<file path="src/rtl/boton_antirrebote_pkg.sv">
// Shared FSM encoding and helpers for the push-button debouncer.
// State values match the encodings used by the other debounce stages.
package boton_antirrebote_pkg;

    typedef enum logic [1:0] {
        S_IDLE    = 2'b00,
        S_WAIT1   = 2'b01,
        S_PRESSED = 2'b10,
        S_WAIT0   = 2'b11
    } state_t;

    // The clean level is high once a press has been accepted, until the release is accepted.
    function automatic logic is_level_high(input state_t s);
        return (s == S_PRESSED) || (s == S_WAIT0);
    endfunction

endpackage

</file>
<file path="src/rtl/sync_2ff.sv">
// Two-flop synchroniser for a single asynchronous input; 2-cycle latency.
// No handshake: the output simply follows d two clk edges later.
module sync_2ff (
    input  logic clk,
    input  logic rst,
    input  logic d,
    output logic q
);

    logic meta;

    always_ff @(posedge clk or posedge rst) begin
        if (rst) begin
            meta <= 1'b0;
            q    <= 1'b0;
        end else begin
            meta <= d;
            q    <= meta;
        end
    end

endmodule

</file>
<file path="src/rtl/boton_antirrebote.sv">
// Button debouncer: clean level plus one-cycle press pulse, both registered.
// Level/pulse follow btn_in by 2 + DEBOUNCE_CYCLES edges; no backpressure.
module boton_antirrebote
    import boton_antirrebote_pkg::*;
#(
    parameter int DEBOUNCE_CYCLES = 500000
) (
    input  logic clk,
    input  logic rst,
    input  logic btn_in,
    output logic btn_level,
    output logic btn_pulse
);

    localparam int CNT_W = $clog2(DEBOUNCE_CYCLES);
    localparam logic [CNT_W-1:0] CNT_TERM = CNT_W'(DEBOUNCE_CYCLES - 1);

    logic             btn_sync;
    state_t           state_reg, state_next;
    logic [CNT_W-1:0] cnt, cnt_next;
    logic             pulse_next;
    logic             level_next;

    sync_2ff u_sync (
        .clk (clk),
        .rst (rst),
        .d   (btn_in),
        .q   (btn_sync)
    );

    always_ff @(posedge clk or posedge rst) begin
        if (rst) begin
            state_reg <= S_IDLE;
            cnt       <= '0;
            btn_level <= 1'b0;
            btn_pulse <= 1'b0;
        end else begin
            state_reg <= state_next;
            cnt       <= cnt_next;
            btn_level <= level_next;
            btn_pulse <= pulse_next;
        end
    end

    // Input changes are tested before the terminal count, so a change on that cycle rejects.
    always_comb begin
        state_next = state_reg;
        cnt_next   = cnt;
        pulse_next = 1'b0;
        case (state_reg)
            S_IDLE: begin
                if (btn_sync) begin
                    state_next = S_WAIT1;
                    cnt_next   = '0;
                end
            end
            S_WAIT1: begin
                if (!btn_sync) begin
                    state_next = S_IDLE;
                end else if (cnt == CNT_TERM) begin
                    state_next = S_PRESSED;
                    pulse_next = 1'b1;
                end else begin
                    cnt_next = cnt + CNT_W'(1);
                end
            end
            S_PRESSED: begin
                if (!btn_sync) begin
                    state_next = S_WAIT0;
                    cnt_next   = '0;
                end
            end
            S_WAIT0: begin
                if (btn_sync) begin
                    state_next = S_PRESSED;
                end else if (cnt == CNT_TERM) begin
                    state_next = S_IDLE;
                end else begin
                    cnt_next = cnt + CNT_W'(1);
                end
            end
            default: begin
                state_next = S_IDLE;
            end
        endcase
        level_next = is_level_high(state_next);
    end

endmodule

</file>
<file path="config.mk">
export PLATFORM = sky130hd
export DESIGN_NAME = boton_antirrebote
export DESIGN_NICKNAME = d
export VERILOG_FILES = /design/src/rtl/boton_antirrebote_pkg.sv /design/src/rtl/sync_2ff.sv /design/src/rtl/boton_antirrebote.sv
export SDC_FILE = /design/constraint.sdc
export NUM_CORES = 1
export LEC_CHECK = 0
export ABC_AREA = 1
export CAP_MARGIN = 20
export CORE_MARGIN = 5
export CORE_UTILIZATION = 25
export CTS_BUF_LIST = sky130_fd_sc_hd__clkbuf_4 sky130_fd_sc_hd__clkbuf_8
export DETAILED_ROUTE_END_ITERATION = 8
export GPL_ROUTABILITY_DRIVEN = 0
export GPL_TIMING_DRIVEN = 0
export PLACE_DENSITY = 0.44
export REMOVE_ABC_BUFFERS = 1
export SYNTH_ARGS = -nofsm -noshare
export SYNTH_HDL_FRONTEND = slang
export SYNTH_SLANG_ARGS = --single-unit
</file>
<file path="constraint.sdc">
create_clock -name clk -period 2 [get_ports clk]
set_clock_uncertainty 0.05 [all_clocks]
set_input_delay 0.2 -clock clk [delete_from_list [all_inputs] [get_ports clk]]
set_output_delay 0.2 -clock clk [all_outputs]
set_load 0.1 [all_outputs]
</file>
==> metrics <==
run status=completed; CP Cell Sequence=ha_1, nand3_2, nor2_2, nand3_4, nand2_4, inv_4, nand2_1, o21ai_2; Core ar.=approximately 0.0059 mm^2; MaxCap Viol Count=0; largest net degree at the start of global routing=26; type of origin of the critical path=flop; TNS Setup=0 ps; ranking of synthesized cells by area=dfrtp_1 40%, nand2_1 18%, nor2_1 7.7%, nand3_1 5.3%, inv_1 5.2%; slowest CP cell=dfrtp_1; First-pass DRT Iterations=4; critical path class=flop to flop; total global routing overflow=0; register-to-register setup slack=between 150 and 200 ps; Synth Cell Area=roughly 0.0015 mm^2; max FFs per register=19; max incr delay on CP=approximately 440 ps; final hold vios=0; Max clock buf depth=2; first-pass GRT wire length=around 5600 um; power density cells=between 500 and 600 mW/mm^2; worst setup margin=154 ps; Seq/Total Area, Yosys=approximately two fifths; Starting Density=approximately a quarter; Largest Register=cnt; Num CTS Buffers=3; switching pwr=223 uW; H-tree Lvls=1; DIE HEIGHT=between 80 and 90 um; placed cell count=a little under 300; Data arrival, critical path=between 1500 and 2000 ps; yosys warns=0; Clock Tree Root=clkbuf_8; DR vias=1269; # hold bufs at CTS=0; Avg Vias per Cell=between 4 and 5; CP max FO=25; R2R Path End=cnt[8]; Clk pwr share=between 30% and 40%; RSZ-0062 raised after global routing=false; Setup WS pre-CTS=approximately 150 ps; Post-DP HPWL=around 2400 um; path category of the worst min-delay check=input port to asynchronous set/reset pin; Sw Ratio=around a quarter; fin crit share=92.3%; cells after synthesis=215; later-pin clock latency in the skew report=~270 ps; TritonCTS Sinks=24; I/O pins=5; post-route non-filler standard cell count=295; Detail Route Antenna Nets=0; Final Max Tran Viols=0; Worst EP required=between 2000 and 2500 ps; Peak VDD IR=roughly 270 uV; Critical R2R Launch=cnt[0]; CTS tree=done; max_slew headroom=35.8%; combinational share of power=6.6%; via count of the first global-routing pass=about 1200; Max Fclk=between 0.5 and 0.6 GHz; Reg power frac=55.8%; flop and latch count out of synthesis=24; Reg clk slew, reported paths=roughly 90 ps; number of diodes=0; nets@finish=between 200 and 250; post-synth top area share=slightly below 40%; initial antenna violation count=0; synth-to-layout area growth=12.1%; Avg WL per Cell=between 10 and 15 um; mean post-synth cell area=between 7 and 8 um^2; post-layout min period=1850 ps; layout cell share with drive strength beyond 1=under 10%; DRC=0; Initial DRC Count=80; P_leak=between 0.7 and 0.8 nW; gr usage total=a little under a tenth; Final setup viols=0; Final Routed Wirelength=between 3000 and 4000 um; worst r2r path cells=8; P_int=691 uW; Worst setup EP type=flop; Die ar.=a little under 0.008 mm^2; Yosys top cell by area=dfrtp_1; Die Width=87.8 um; Port Buf Inserts=4; std cell rows=28; synth unique cells=25; Slew @ Worst Pin=between 900 and 1000 ps
## cells in the mapped netlist (all sizes together)
master  instances
nor3            3
nand3          19
buf             3
and2            2
ha              1
o21ai          13
a21oi           2
dfrtp          24
nor2           35
nand4           6
nand2          74
clkbuf          1
inv            23
clkinv          1
nand3b          1
xor2            7
## critical path, delay by kind of cell, from the launching register on
| kind | cells | cell delay [ps] |
|---|---|---|
| compound gates | 1 | 50 |
| fa+ha+maj | 1 | 240 |
| buf+inv | 1 | 150 |
| flops | 1 | 440 |
| simple gates | 5 | 800 |
## metal layers
layer	up-vias	wire length, um	track usage, %
li1	687	-	-
met1	565	1650	12.5
met2	12	1440	14.9
met3	5	88	1.41
met4	0	71	4.60
met5	-	0	0
## logic make-up (layout without fill, tap and decap cells)
family	after synthesis	count (layout)	synth area share, %
AND/OR/NAND/NOR	140	140	41.1
buffers and inverters	28	33	8.60
flip-flops	24	24	39.7
AO/OA/AOI/OAI	15	15	5.71
XOR/XNOR	7	7	4.05
adder cells (fa/ha/maj)	1	1	0.827
## per-stage QoR
| step | area [um^2] | util, % | total power, mW | hold WS [ps] |
|---|---|---|---|---|
| final | 1700 | 28.8 | 0.914 | 54.4 |
| after global routing | 1700 | 28.8 | 0.949 | 66.2 |
| after CTS | 1660 | 28.3 | 0.922 | 306 |
| after detailed placement | 1610 | 27.3 | 0.575 | 288 |
| after global placement | 1610 | 27.3 | 0.575 | 282 |
| after floorplan | 1480 | - | 0.554 | 165 |
## worst max path at each step
stage | to | slack, ps | cells after the start | from
after floorplan | cnt[8] | 80 | 5 | btn_level
after global placement | cnt[8] | 150 | 8 | cnt[0]
after detailed placement | cnt[8] | 150 | 8 | cnt[0]
after CTS | btn_pulse | 10 | 1 | btn_pulse
after global routing | cnt[8] | 1 | 9 | state_reg[0]
final | cnt[8] | 150 | 8 | cnt[0]
## timing repair
action	in CTS	in global routing
buffers inserted	0	0
endpoints found under the setup margin	1	2
pin swaps	0	0
resized for setup	1	2
## power groups by stage
stage          Sequential (mW)  Clock (mW)  Combinational (mW)
3_5_place_dp             0.520           0              0.0549
2_1_floorplan            0.516           0              0.0384
3_3_place_gp             0.520           0              0.0558
5_1_grt                  0.513       0.368              0.0692
4_1_cts                  0.510       0.357              0.0552
6_report                 0.510       0.344              0.0599
## placed cells by master, fill, tap and decap left out, drive strengths merged
master         instances
nand4                  6
nand3b                 1
nand3                 19
clkbuf                 4
nor2                  35
xor2                   7
dlymetal6s2s           1
nor3                   3
buf                    1
inv                   23
clkinv                 1
dlygate4sd2            1
ha                     1
dfrtp                 24
nand2                 74
a21oi                  2
o21ai                 13
clkdlybuf4s50          2
and2                   2
## area by class of cell
type,instances,area [um^2]
multi-input combinational,163,785
fill,635,4190
tap,75,93.8
clock buffer,4,55.1
inverter,24,92.6
sequential,24,601
timing repair buffer,5,68.8
Power figures use the tool's default switching activity.
